`config.mk`:
```
export PLATFORM = sky130hd
export DESIGN_NAME = hcsr04_echo_emulator_flat
export DESIGN_NICKNAME = d
export VERILOG_FILES = /design/src/rtl/hcsr04_echo_emulator_pkg.sv /design/src/rtl/hcsr04_echo_emulator_if.sv /design/src/rtl/hcsr04_width_calc.sv /design/src/rtl/hcsr04_echo_emulator.sv /design/src/flat_wrapper.sv
export SDC_FILE = /design/constraint.sdc
export NUM_CORES = 1
export LEC_CHECK = 0
export ABC_AREA = 1
export CORE_AREA = 2 2 118 97
export DETAILED_ROUTE_END_ITERATION = 12
export DIE_AREA = 0 0 120 99
export GPL_TIMING_DRIVEN = 1
export PLACE_DENSITY = 0.72
export SLEW_MARGIN = 20
export SYNTH_ARGS = -nofsm -noshare
export SYNTH_HDL_FRONTEND = slang
export SYNTH_SLANG_ARGS = --single-unit
```
`constraint.sdc`:
```
create_clock -name clock -period 6.2 [get_ports clock]
set_input_delay 1.24 -clock clock [delete_from_list [all_inputs] [get_ports clock]]
set_output_delay 1.24 -clock clock [all_outputs]
set_load 0.1 [all_outputs]
```
`src/rtl/hcsr04_echo_emulator_pkg.sv`:
```
// Shared definitions for the HC-SR04 echo emulator: state codes, default timing
// constants and datapath widths.
package hcsr04_echo_emulator_pkg;

   localparam int TRIG_MIN_CYCLES_DEF    = 500;
   localparam int BURST_DELAY_CYCLES_DEF = 10_000;
   localparam int CYCLES_PER_CM_DEF      = 2_941;
   localparam int MAX_CM_DEF             = 400;
   localparam int NO_ECHO_CYCLES_DEF     = 1_900_000;
   localparam int HOLDOFF_CYCLES_DEF     = 500_000;

   localparam int CNT_W   = 21;
   localparam int DIST_W  = 9;
   localparam int STATE_W = 4;

   typedef enum logic [STATE_W-1:0] {
      ST_IDLE    = 4'h0,
      ST_TRIG    = 4'h1,
      ST_BURST   = 4'h2,
      ST_ECHO    = 4'h3,
      ST_HOLDOFF = 4'h4
   } state_t;

endpackage

```
`src/rtl/hcsr04_echo_emulator_if.sv`:
```
// Trigger/echo bundle between a measuring interface (master) and the emulated
// sensor (slave), plus the distance setting and debug state.
interface hcsr04_echo_emulator_if;
   import hcsr04_echo_emulator_pkg::*;

   logic               trigger;
   logic [DIST_W-1:0]  distance_cm;
   logic               object_present;
   logic               echo;
   logic               busy;
   logic [STATE_W-1:0] db_estado;

   modport master (
      output trigger, distance_cm, object_present,
      input  echo, busy, db_estado
   );

   modport slave (
      input  trigger, distance_cm, object_present,
      output echo, busy, db_estado
   );

endinterface

```
`src/rtl/hcsr04_width_calc.sv`:
```
// Registered echo width: max(d,1)*CYCLES_PER_CM, or NO_ECHO_CYCLES when there is
// no object or the distance is beyond MAX_CM. One cycle of latency.
module hcsr04_width_calc
   import hcsr04_echo_emulator_pkg::*;
#(
   parameter int CYCLES_PER_CM  = CYCLES_PER_CM_DEF,
   parameter int MAX_CM         = MAX_CM_DEF,
   parameter int NO_ECHO_CYCLES = NO_ECHO_CYCLES_DEF
) (
   input  logic              clock,
   input  logic              reset,
   input  logic [DIST_W-1:0] i_distance_cm,
   input  logic              i_object_present,
   output logic [CNT_W-1:0]  o_width
);

   logic [DIST_W-1:0] w_dist_eff;
   logic [CNT_W-1:0]  w_width;
   logic [CNT_W-1:0]  r_width;

   always_comb begin
      w_dist_eff = (i_distance_cm == '0) ? DIST_W'(1) : i_distance_cm;
      if (!i_object_present || (int'(i_distance_cm) > MAX_CM))
         w_width = CNT_W'(NO_ECHO_CYCLES);
      else
         w_width = CNT_W'(w_dist_eff) * CNT_W'(CYCLES_PER_CM);
   end

   always_ff @(posedge clock or posedge reset) begin
      if (reset)
         r_width <= '0;
      else
         r_width <= w_width;
   end

   assign o_width = r_width;

endmodule

```
`src/rtl/hcsr04_echo_emulator.sv`:
```
// HC-SR04 responder: qualifies a trigger pulse, waits the burst delay, then drives
// an echo whose width encodes the latched distance, followed by a holdoff.
module hcsr04_echo_emulator
   import hcsr04_echo_emulator_pkg::*;
#(
   parameter int TRIG_MIN_CYCLES    = TRIG_MIN_CYCLES_DEF,
   parameter int BURST_DELAY_CYCLES = BURST_DELAY_CYCLES_DEF,
   parameter int CYCLES_PER_CM      = CYCLES_PER_CM_DEF,
   parameter int MAX_CM             = MAX_CM_DEF,
   parameter int NO_ECHO_CYCLES     = NO_ECHO_CYCLES_DEF,
   parameter int HOLDOFF_CYCLES     = HOLDOFF_CYCLES_DEF
) (
   input logic                   clock,
   input logic                   reset,
   hcsr04_echo_emulator_if.slave io_bus
);

   logic              r_sync1;
   logic              r_trig_s;
   logic              r_armed;
   state_t            r_state;
   state_t            w_state_next;
   logic [CNT_W-1:0]  r_count;
   logic [CNT_W-1:0]  w_count_next;
   logic [DIST_W-1:0] r_dist;
   logic              r_obj;
   logic              r_echo;
   logic              r_busy;
   logic              w_latch;
   logic              w_disarm;
   logic [CNT_W-1:0]  w_width;

   hcsr04_width_calc #(
      .CYCLES_PER_CM  (CYCLES_PER_CM),
      .MAX_CM         (MAX_CM),
      .NO_ECHO_CYCLES (NO_ECHO_CYCLES)
   ) u_width_calc (
      .clock            (clock),
      .reset            (reset),
      .i_distance_cm    (r_dist),
      .i_object_present (r_obj),
      .o_width          (w_width)
   );

   // Every state loads (duration - 1) on entry and leaves when the count reaches 0.
   // In TRIG the count only moves while trig_s is high, so reaching 0 means the
   // pulse was at least TRIG_MIN_CYCLES wide.
   always_comb begin
      w_state_next = r_state;
      w_count_next = (r_count != '0) ? r_count - CNT_W'(1) : '0;
      w_latch      = 1'b0;
      w_disarm     = 1'b0;
      case (r_state)
         ST_IDLE: begin
            if (r_armed && r_trig_s) begin
               w_state_next = ST_TRIG;
               w_count_next = CNT_W'(TRIG_MIN_CYCLES - 1);
            end
         end
         ST_TRIG: begin
            if (!r_trig_s) begin
               if (r_count == '0) begin
                  w_state_next = ST_BURST;
                  w_count_next = CNT_W'(BURST_DELAY_CYCLES - 1);
                  w_latch      = 1'b1;
               end else begin
                  w_state_next = ST_IDLE;
                  w_count_next = '0;
               end
            end
         end
         ST_BURST: begin
            if (r_count == '0) begin
               w_state_next = ST_ECHO;
               w_count_next = w_width - CNT_W'(1);
            end
         end
         ST_ECHO: begin
            if (r_count == '0) begin
               w_state_next = ST_HOLDOFF;
               w_count_next = CNT_W'(HOLDOFF_CYCLES - 1);
            end
         end
         ST_HOLDOFF: begin
            if (r_count == '0) begin
               w_state_next = ST_IDLE;
               w_disarm     = 1'b1;
            end
         end
         default: begin
            w_state_next = ST_IDLE;
            w_count_next = '0;
         end
      endcase
   end

   always_ff @(posedge clock or posedge reset) begin
      if (reset) begin
         r_sync1  <= 1'b0;
         r_trig_s <= 1'b0;
         r_armed  <= 1'b0;
         r_state  <= ST_IDLE;
         r_count  <= '0;
         r_dist   <= '0;
         r_obj    <= 1'b0;
         r_echo   <= 1'b0;
         r_busy   <= 1'b0;
      end else begin
         r_sync1  <= io_bus.trigger;
         r_trig_s <= r_sync1;
         // A trigger still high when holdoff ends must fall before it can re-arm.
         if (!r_trig_s)
            r_armed <= 1'b1;
         else if (w_disarm)
            r_armed <= 1'b0;
         r_state <= w_state_next;
         r_count <= w_count_next;
         if (w_latch) begin
            r_dist <= io_bus.distance_cm;
            r_obj  <= io_bus.object_present;
         end
         r_echo <= (w_state_next == ST_ECHO);
         r_busy <= (w_state_next == ST_BURST) || (w_state_next == ST_ECHO) ||
                   (w_state_next == ST_HOLDOFF);
      end
   end

   assign io_bus.echo      = r_echo;
   assign io_bus.busy      = r_busy;
   assign io_bus.db_estado = r_state;

endmodule

```
`src/flat_wrapper.sv`:
```
// flat-port wrapper written by rule: the top's interface ports become plain ports
module hcsr04_echo_emulator_flat import hcsr04_echo_emulator_pkg::*;
#(
   parameter int TRIG_MIN_CYCLES    = TRIG_MIN_CYCLES_DEF,
   parameter int BURST_DELAY_CYCLES = BURST_DELAY_CYCLES_DEF,
   parameter int CYCLES_PER_CM      = CYCLES_PER_CM_DEF,
   parameter int MAX_CM             = MAX_CM_DEF,
   parameter int NO_ECHO_CYCLES     = NO_ECHO_CYCLES_DEF,
   parameter int HOLDOFF_CYCLES     = HOLDOFF_CYCLES_DEF
)
  (clock, reset, io_bus_trigger, io_bus_distance_cm, io_bus_object_present, io_bus_echo, io_bus_busy, io_bus_db_estado);
  hcsr04_echo_emulator_if io_bus_i ();
  input logic clock;
  input logic reset;
  input wire logic [$bits(io_bus_i.trigger)-1:0] io_bus_trigger;
  input wire logic [$bits(io_bus_i.distance_cm)-1:0] io_bus_distance_cm;
  input wire logic [$bits(io_bus_i.object_present)-1:0] io_bus_object_present;
  output wire logic [$bits(io_bus_i.echo)-1:0] io_bus_echo;
  output wire logic [$bits(io_bus_i.busy)-1:0] io_bus_busy;
  output wire logic [$bits(io_bus_i.db_estado)-1:0] io_bus_db_estado;
  assign io_bus_i.trigger = io_bus_trigger;
  assign io_bus_i.distance_cm = io_bus_distance_cm;
  assign io_bus_i.object_present = io_bus_object_present;
  assign io_bus_echo = io_bus_i.echo;
  assign io_bus_busy = io_bus_i.busy;
  assign io_bus_db_estado = io_bus_i.db_estado;
  hcsr04_echo_emulator #(.TRIG_MIN_CYCLES(TRIG_MIN_CYCLES), .BURST_DELAY_CYCLES(BURST_DELAY_CYCLES), .CYCLES_PER_CM(CYCLES_PER_CM), .MAX_CM(MAX_CM), .NO_ECHO_CYCLES(NO_ECHO_CYCLES), .HOLDOFF_CYCLES(HOLDOFF_CYCLES)) u_core (.clock(clock), .reset(reset), .io_bus(io_bus_i));
endmodule
```
==> results of run 1 <==
state kept, by name (all words and copies together) (netlist names):
register                     cells
u_core.r_armed                   1
u_core.r_count                  21
u_core.r_obj                     1
u_core.io_bus.echo               1
u_core.r_dist                    9
u_core.u_width_calc.o_width     21
u_core.io_bus.busy               1
u_core.io_bus.db_estado          4
u_core.r_sync1                   1
u_core.r_trig_s                  1
worst max path at each step:
stage / from / cells past startpoint / to
floorplan: u_core.r_dist[7] / 15 / u_core.u_width_calc.o_width[19]
global placement: u_core.r_dist[6] / 22 / u_core.u_width_calc.o_width[19]
detailed placement: u_core.r_dist[6] / 22 / u_core.u_width_calc.o_width[19]
CTS: u_core.r_dist[6] / 22 / u_core.u_width_calc.o_width[19]
global route: u_core.r_dist[6] / 22 / u_core.u_width_calc.o_width[19]
finish: u_core.r_dist[6] / 22 / u_core.u_width_calc.o_width[19]
metrics by stage:
stage / area, µm² / worst slack, ns
after floorplan: 5790 / 2.20
after global placement: 6080 / 1.65
after detailed placement: 6080 / 1.59
after CTS: 6390 / 1.58
after global routing: 6390 / 1.02
final: 6390 / 1.52
critical path, cell delays in order, from the launching register on:
cell     delay [ns]
dfrtp_1        0.51
inv_1          0.14
nand3_1        0.12
nor2_1         0.04
a31oi_1        0.21
inv_1          0.13
ha_1           0.36
inv_1          0.09
fa_1           0.51
inv_1          0.05
fa_1           0.47
inv_1          0.05
fa_1           0.41
inv_1          0.07
ha_1           0.28
a21oi_1        0.45
nor2_1         0.08
nor2_1         0.16
inv_1          0.06
a21oi_1        0.17
nand2_1        0.07
nand2_1        0.06
nand3_1        0.06
layout make-up:
cell class / instances / area [µm²] / area share
inverters: 139 / 522 / 0.0816
multi-input cells: 576 / 3670 / 0.574
well taps: 144 / 180 / 0.0282
clock buffers: 10 / 239 / 0.0374
clock inverters: 6 / 68.8 / 0.0108
flip-flops and latches: 61 / 1530 / 0.239
repair buffers: 19 / 188 / 0.0294
routing by layer:
metal | vias up | track usage | part of all wire
met5 | - | 0 | 0
li1 | 2483 | - | -
met2 | 159 | 0.386 | 0.41
met1 | 2344 | 0.411 | 0.50
met4 | 0 | 0.0624 | 0.012
met3 | 18 | 0.0631 | 0.080
kinds of logic (layout without fill, tap and decap cells):
group | count (synthesis) | in the layout | synth area share
buf+inv | 153 | 174 | 0.104
other cells | 1 | 1 | 0.000647
fa+ha+maj | 84 | 84 | 0.229
compound gates | 66 | 66 | 0.0622
simple gates | 396 | 396 | 0.297
flops | 61 | 61 | 0.263
xor+xnor | 29 | 29 | 0.0438
cells in the final DEF, fill, tap and decap left out, types with 6 or more instances in the layout:
cell type	netlist	layout
a21o_1	6	6
dfrtp_1	61	61
inv_1	134	133
nand2_1	171	171
nor2_1	111	111
nand4_1	8	8
nor2_2	7	7
o21ai_0	14	14
nand3_1	67	67
clkdlybuf4s50_1	0	18
a21oi_1	37	37
xnor2_1	11	11
nor3_1	12	12
ha_1	47	47
fa_1	37	37
clkbuf_16	0	9
xor2_1	18	18
==> run summary, run 1 <==
outcome = complete, no violations
row cnt = 34
min Tclk post-route = 4.68 ns
CTS max path bufs = 2
largest fanout on the critical path = 9
reg-to-reg startpoint = u_core.r_dist[6]
CP Class = reg2reg
Period Utilization, post-route = 0.755
Synth Net Count = 887
Filler Cells Inserted = 966
hold path start = u_core.r_sync1
Clock Sinks = 61
Worst Clk Skew = 0.00676 ns
Initial Util = 0.543
Avg Cell Area, Syn = 7.33 µm²
largest net degree at the start of global routing = 62
Area Overhead vs Synth = 10.3%
Tightest Hold Check Type = reg2reg
layout cells sized above 1 = 0.0493
cts-stage hold buffer count = 0
# setup viols final = 0
Vias/cell = 5.24
Mapped Cells = 790
ANT cells = 0
placed cell count = 939
Critical Path End Type = register
Setup TNS = 0 ns
Critical Path RT = 6.41 ns
filler-free cell count of the finished design = 955
Post-synth top cells = 171 x nand2_1, 134 x inv_1, 111 x nor2_1, 67 x nand3_1, 61 x dfrtp_1
global placement routability congestion = 0.995
Core Region = 10700 µm²
number of global-route vias before repair = 5010
TritonCTS clock tree = done
DR vias = 5004
endpoints failing hold = 0
Clk Latency, worst-skew pair = 0.33 ns
sequential share of the synthesized area = 0.263
top cell type's share of synthesized area = 0.263
Reg2Reg Depth = 22
final net count = 903
most common cell in the netlist = nand2_1
top achievable clock speed = 0.214 GHz
initial antenna violation count = 0
first-pass GRT wire length = 24.9 mm
clk slew on worst S/H paths = 0.06 ns
Initial DRC Count = 430
dpl hpwl = 11.7 mm
die area = 11900 µm²
total grt overflow = 0
# resized after CTS = 0
crit start category = register
max cap viols = 0
die height = 99 µm
RSZ-0062 raised after global routing = false
CTS Buf Count = 9
Hold Path Depth = 0
Crit Reg-Reg Endpoint = u_core.u_width_calc.o_width[19]
Mapped Area = 5790 µm²
postcts setup bufs = 0
predominant post-synthesis flop cell = dfrtp_1
synth top area cells = dfrtp_1 26%, fa_1 13%, nand2_1 11%, ha_1 10%, inv_1 8.7%
cell accounting for the most synthesized area = dfrtp_1
Total GRT Usage = 0.269
input/output buffers = 18
#FFs+latches synth = 61
drt wl/cell = 15.2 µm
max-slew violation count = 0
Post-DRT Antenna Nets = 0
clk root buf = clkbuf_16
DRC violation count after routing = 0
Post-Route Utilization = 0.599
Worst Tran Pin Value = 0.973 ns
TritonRoute pass-1 iters = 5
Max-slew headroom = 0.349
# IOs = 19
Post-synth EDFFs = 0
Routed WL = 14.5 mm
die width = 120 µm
R2R setup slack = 1.52 ns
crit path DAT = 4.89 ns
Post-synth ARST share = 1.00
Worst Hold Slack = 0.353 ns
hold path endpoint = u_core.r_trig_s
Syn. warnings = 0
H-tree levels = 3
Yosys cell types = 36
Power of run 1 is not shown: default switching activity piles up to over one toggle a cycle in this logic, so the estimate is an artifact.
==> run 2, diff against run 1 <==
--- a/config.mk
+++ b/config.mk
@@ -10,7 +10,7 @@
 export DETAILED_ROUTE_END_ITERATION = 12
 export DIE_AREA = 0 0 120 99
 export GPL_TIMING_DRIVEN = 1
-export PLACE_DENSITY = 0.72
+export PLACE_DENSITY = 0.75
 export SLEW_MARGIN = 20
 export SYNTH_ARGS = -nofsm -noshare
 export SYNTH_HDL_FRONTEND = slang
==> constraint.sdc (replaced) <==
create_clock -name clock -period 4.25 [get_ports clock]
set_input_delay 0.85 -clock clock [delete_from_list [all_inputs] [get_ports clock]]
set_output_delay 0.85 -clock clock [all_outputs]
set_load 0.1 [all_outputs]
==> run summary, run 2 (synthesis gave the netlist of run 1 again) <==
Hold Path Depth = 0 (unchanged)
top achievable clock speed = 0.246 GHz (+15%)
Initial Util = 0.543 (unchanged)
initial antenna violation count = 0 (unchanged)
first-pass GRT wire length = 25.6 mm (+2.8%)
Worst Tran Pin Value = 0.978 ns (+0.00441 ns)
Worst Clk Skew = 0.00667 ns (-0.0000970 ns)
global placement routability congestion = 1.03 (+3.7%)
slowest CP cell = fa_2
Clock Sinks = 61 (unchanged)
Initial DRC Count = 471 (+9.5%)
die width = 120 µm (unchanged)
Post-DRT Antenna Nets = 0 (unchanged)
crit path DAT = 4.27 ns (-0.62 ns)
min Tclk post-route = 4.07 ns (-0.611 ns)
Filler Cells Inserted = 933 (-3.4%)
final instance area = 6720 µm² (+5.2%)
input/output buffers = 18 (unchanged)
max-slew violation count = 0 (unchanged)
outcome = complete, no violations
ANT cells = 0 (unchanged)
die height = 99 µm (unchanged)
total grt overflow = 0 (unchanged)
Critical Path End Type = register
endpoints failing hold = 0 (unchanged)
max cap viols = 0 (unchanged)
Core Region = 10700 µm² (unchanged)
# setup viols final = 0 (unchanged)
TritonCTS clock tree = done
family with the most delay on the worst path = adder cells
final net count = 922 (+2.1%)
Routed WL = 15.3 mm (+5.8%)
layout cells sized above 1 = 0.122 (+0.0724)
# IOs = 19 (unchanged)
placed cell count = 955 (+1.7%)
H-tree levels = 3 (unchanged)
R2R setup slack = 0.18 ns (-1.34 ns)
largest net degree at the start of global routing = 34 (-45%)
row cnt = 34 (unchanged)
area of the multi-input gates = 3870 µm² (+5.5%)
number of global-route vias before repair = 5263 (+5.0%)
largest fanout on the critical path = 8 (-1)
worst path buffer plus inverter count = 4 (-3)
Vias/cell = 5.40 (+3.1%)
most common cell after layout, fill and taps aside = nand2_1
Tightest Hold Check Type = reg2reg
Max-slew headroom = 0.346 (-0.00295)
die area = 11900 µm² (unchanged)
CTS Buf Count = 9 (unchanged)
clk slew on worst S/H paths = 0.06 ns (about the same)
crit start category = register
Clk Latency, worst-skew pair = 0.34 ns (about the same)
DRC violation count after routing = 0 (unchanged)
Critical Path RT = 4.45 ns (-1.96 ns)
TritonRoute pass-1 iters = 5 (unchanged)
Period Utilization, post-route = 0.957 (+0.203)
hold path endpoint = u_core.r_trig_s
CP Class = reg2reg
Largest stage delay, worst path = 0.63 ns (+0.12 ns)
reg-to-reg startpoint = u_core.r_dist[6]
Crit Reg-Reg Endpoint = u_core.u_width_calc.o_width[19]
DR vias = 5263 (+5.2%)
hold path start = u_core.r_sync1
filler-free cell count of the finished design = 974 (+2.0%)
register area = 1530 µm² (unchanged)
Reg2Reg Depth = 16 (-27%)
clk root buf = clkbuf_16
Total GRT Usage = 0.277 (+0.00768)
Area Overhead vs Synth = 16.0%
Area after DPL = 6200 µm² (+2.0%)
commonest non-fill, non-tap cells in the layout = 163 x nand2_1, 126 x inv_1, 109 x nor2_1
dpl hpwl = 12.3 mm (+4.9%)
CTS max path bufs = 2 (unchanged)
drt wl/cell = 15.7 µm (+3.8%)
worst-path cell chain = buf_4 > fa_2 > fa_1 > fa_1 > inv_1 > fa_1 > inv_1 > ha_4 > a21oi_2 > nor2_1 > nor2_1 > inv_1 > a21oi_2 > nand2_1 > nand2_1 > nand3_1
## run 2: area by class of cell
type	instances	share of cell area
sequential	61	0.227
clock inverter	4	0.00707
inverter	139	0.0780
timing repair buffer	38	0.0491
tap	144	0.0268
clock buffer	12	0.0367
multi-input combinational	576	0.575
## run 2: metrics by stage
stage / TNS (ns) / setup slack, ns / utilization / hold WS, ns
after floorplan: 0 / 0.247 / - / 0.331
after global placement: 0 / 0.0126 / 0.581 / 0.334
after detailed placement: -0.235 / -0.111 / 0.581 / 0.336
after CTS: -0.00960 / -0.00960 / 0.612 / 0.347
after global routing: -0.0718 / -0.0389 / 0.630 / 0.349
final: 0 / 0.181 / 0.630 / 0.346
## run 2: worst max-delay path by stage
stage                      from                         endpoint  slack, ns  cells after the start
2_1_floorplan  u_core.r_dist[7]  u_core.u_width_calc.o_width[19]       0.25                     15
3_3_place_gp   u_core.r_dist[6]  u_core.u_width_calc.o_width[19]       0.01                     16
3_5_place_dp   u_core.r_dist[1]  u_core.u_width_calc.o_width[18]      -0.11                     20
4_1_cts        u_core.r_dist[0]  u_core.u_width_calc.o_width[18]      -0.01                     21
5_1_grt        u_core.r_dist[6]  u_core.u_width_calc.o_width[19]      -0.04                     16
6_report       u_core.r_dist[6]  u_core.u_width_calc.o_width[19]       0.18                     16
## run 2: routing by layer
metal | part of all wire | track usage | vias to the layer above | routed length [µm]
li1 | - | - | 2526 | -
met1 | 0.47 | 0.416 | 2493 | 7210
met2 | 0.42 | 0.402 | 222 | 6510
met3 | 0.092 | 0.0660 | 22 | 1410
met4 | 0.012 | 0.0679 | 0 | 191
met5 | 0 | 0 | - | 0
## run 2: repair_timing
item                                    CTS  global route
pin swaps                                 0            18
resized for setup                         6            44
hold buffers                              0             0
setup buffers                             0             3
endpoints found under the setup margin    6            11
Power of run 2 is left out for the same reason.
==> run 3, diff against run 2 <==
--- a/config.mk
+++ b/config.mk
@@ -10,7 +10,7 @@
 export DETAILED_ROUTE_END_ITERATION = 12
 export DIE_AREA = 0 0 120 99
 export GPL_TIMING_DRIVEN = 1
-export PLACE_DENSITY = 0.75
+export PLACE_DENSITY = 0.72
 export SLEW_MARGIN = 20
 export SYNTH_ARGS = -nofsm -noshare
 export SYNTH_HDL_FRONTEND = slang
==> constraint.sdc (replaced) <==
create_clock -name clock -period 4.5 [get_ports clock]
set_input_delay 0.9 -clock clock [delete_from_list [all_inputs] [get_ports clock]]
set_output_delay 0.9 -clock clock [all_outputs]
set_load 0.1 [all_outputs]
==> run summary, run 3 (synthesis gave the netlist of run 1 again) <==
input/output buffers = 18 (unchanged)
Total GRT Usage = 0.273 (-0.00426)
H-tree levels = 3 (unchanged)
Area Overhead vs Synth = 12.7%
clk root buf = clkbuf_16
CTS max path bufs = 2 (unchanged)
die area = 11900 µm² (unchanged)
total grt overflow = 0 (unchanged)
TritonCTS clock tree = done
Initial DRC Count = 401 (-15%)
Core Region = 10700 µm² (unchanged)
initial antenna violation count = 0 (unchanged)
row cnt = 34 (unchanged)
Tightest Hold Check Type = reg2reg
DR vias = 5140 (-2.3%)
max-slew violation count = 0 (unchanged)
die height = 99 µm (unchanged)
Clk Latency, worst-skew pair = 0.33 ns (about the same)
Hold Path Depth = 0 (unchanged)
largest fanout on the critical path = 5 (-3)
Vias/cell = 5.33 (-1.4%)
Worst Hold Slack = 0.355 ns (+0.00896 ns)
Reg2Reg Depth = 18 (+2)
endpoints failing hold = 0 (unchanged)
first-pass GRT wire length = 25.2 mm (-1.4%)
Post-DRT Antenna Nets = 0 (unchanged)
max cap viols = 0 (unchanged)
Critical Path End Type = register
Critical Path RT = 4.69 ns (+0.24 ns)
final worst setup slack = 0.211 ns (+0.0300 ns)
ANT cells = 0 (unchanged)
largest net degree at the start of global routing = 47 (+38%)
DRC violation count after routing = 0 (unchanged)
crit start category = register
CP Class = reg2reg
DP Worst Slack = 0.105 ns (+0.215 ns)
global placement routability congestion = 0.993 (-3.7%)
cts-stage hold buffer count = 0 (unchanged)
drt wl/cell = 15.3 µm (-2.4%)
clk slew on worst S/H paths = 0.06 ns (about the same)
dpl hpwl = 12.0 mm (-2.1%)
most common cell after layout, fill and taps aside = nand2_1
Worst Tran Pin Value = 0.976 ns (-0.00208 ns)
Initial Util = 0.543 (unchanged)
min Tclk post-route = 4.29 ns (+0.220 ns)
layout cells sized above 1 = 0.0694 (-0.0523)
# IOs = 19 (unchanged)
CTS Buf Count = 9 (unchanged)
number of global-route vias before repair = 5066 (-3.7%)
final net count = 913 (-0.98%)
commonest non-fill, non-tap cells in the layout = 171 x nand2_1, 132 x inv_1, 110 x nor2_1
top achievable clock speed = 0.233 GHz (-5.1%)
Routed WL = 14.8 mm (-3.3%)
# setup viols final = 0 (unchanged)
Max-slew headroom = 0.348 (+0.00139)
Worst Clk Skew = 0.00935 ns (+0.00268 ns)
die width = 120 µm (unchanged)
Clock Sinks = 61 (unchanged)
outcome = complete, no violations
TritonRoute pass-1 iters = 5 (unchanged)
Period Utilization, post-route = 0.953 (-0.00431)
crit path DAT = 4.48 ns (+0.21 ns)
-- run 3: critical path: stages (launching register included) --
cell     delay, ns
dfrtp_1       0.36
inv_1         0.08
nand3_1       0.11
nor2_1        0.06
a31oi_2       0.23
inv_2         0.11
fa_1          0.39
inv_1         0.12
fa_1          0.44
fa_1          0.47
fa_1          0.55
inv_1         0.04
ha_1          0.37
inv_1         0.09
nor3_1        0.26
a21o_1        0.23
nand2_1       0.09
nand3_1       0.07
nand3_1       0.08
-- run 3: through the flow --
stage / cells / utilization / setup TNS (ns) / instance area, µm²
finish: 965 / 0.611 / 0 / 6530
global route: 965 / 0.611 / -0.0182 / 6530
CTS: 964 / 0.606 / 0 / 6470
detailed placement: 948 / 0.576 / 0 / 6150
global placement: 948 / 0.576 / 0 / 6150
floorplan: 790 / - / 0 / 5790
-- run 3: layout make-up --
type,instances,area (µm²)
clock buffer,10,229
clock inverter,6,87.6
fill,945,4150
inverter,139,523
multi-input combinational,576,3720
sequential,61,1530
tap,144,180
timing repair buffer,29,263
-- run 3: path summary, 6_finish.rpt --
kind | start | slack (ns) | end
max | u_core.r_dist[6] | 0.21 | u_core.u_width_calc.o_width[13]
max reg2reg | u_core.r_dist[6] | 0.21 | u_core.u_width_calc.o_width[13]
min reg2reg | u_core.r_sync1 | 0.36 | u_core.r_trig_s
min | u_core.r_sync1 | 0.36 | u_core.r_trig_s
min in group asynchronous | reset | 1.03 | u_core.r_dist[0]
max in group asynchronous | reset | 2.73 | u_core.u_width_calc.o_width[6]
-- run 3: what timing repair did --
item,4_1_cts,5_1_grt
buffers inserted,0,1
resized for setup,0,9
endpoints found under the hold margin,0,0
endpoints found under the setup margin,0,11
-- run 3: metal layers --
metal | part of all wire | routed length, µm | global-route usage | vias to the layer above
li1 | - | - | - | 2513
met2 | 0.41 | 6100 | 0.390 | 193
met3 | 0.085 | 1260 | 0.0677 | 17
met5 | 0 | 0 | 0 | -
met1 | 0.49 | 7280 | 0.417 | 2417
met4 | 0.011 | 163 | 0.0570 | 0
Power of run 3 is left out for the same reason.
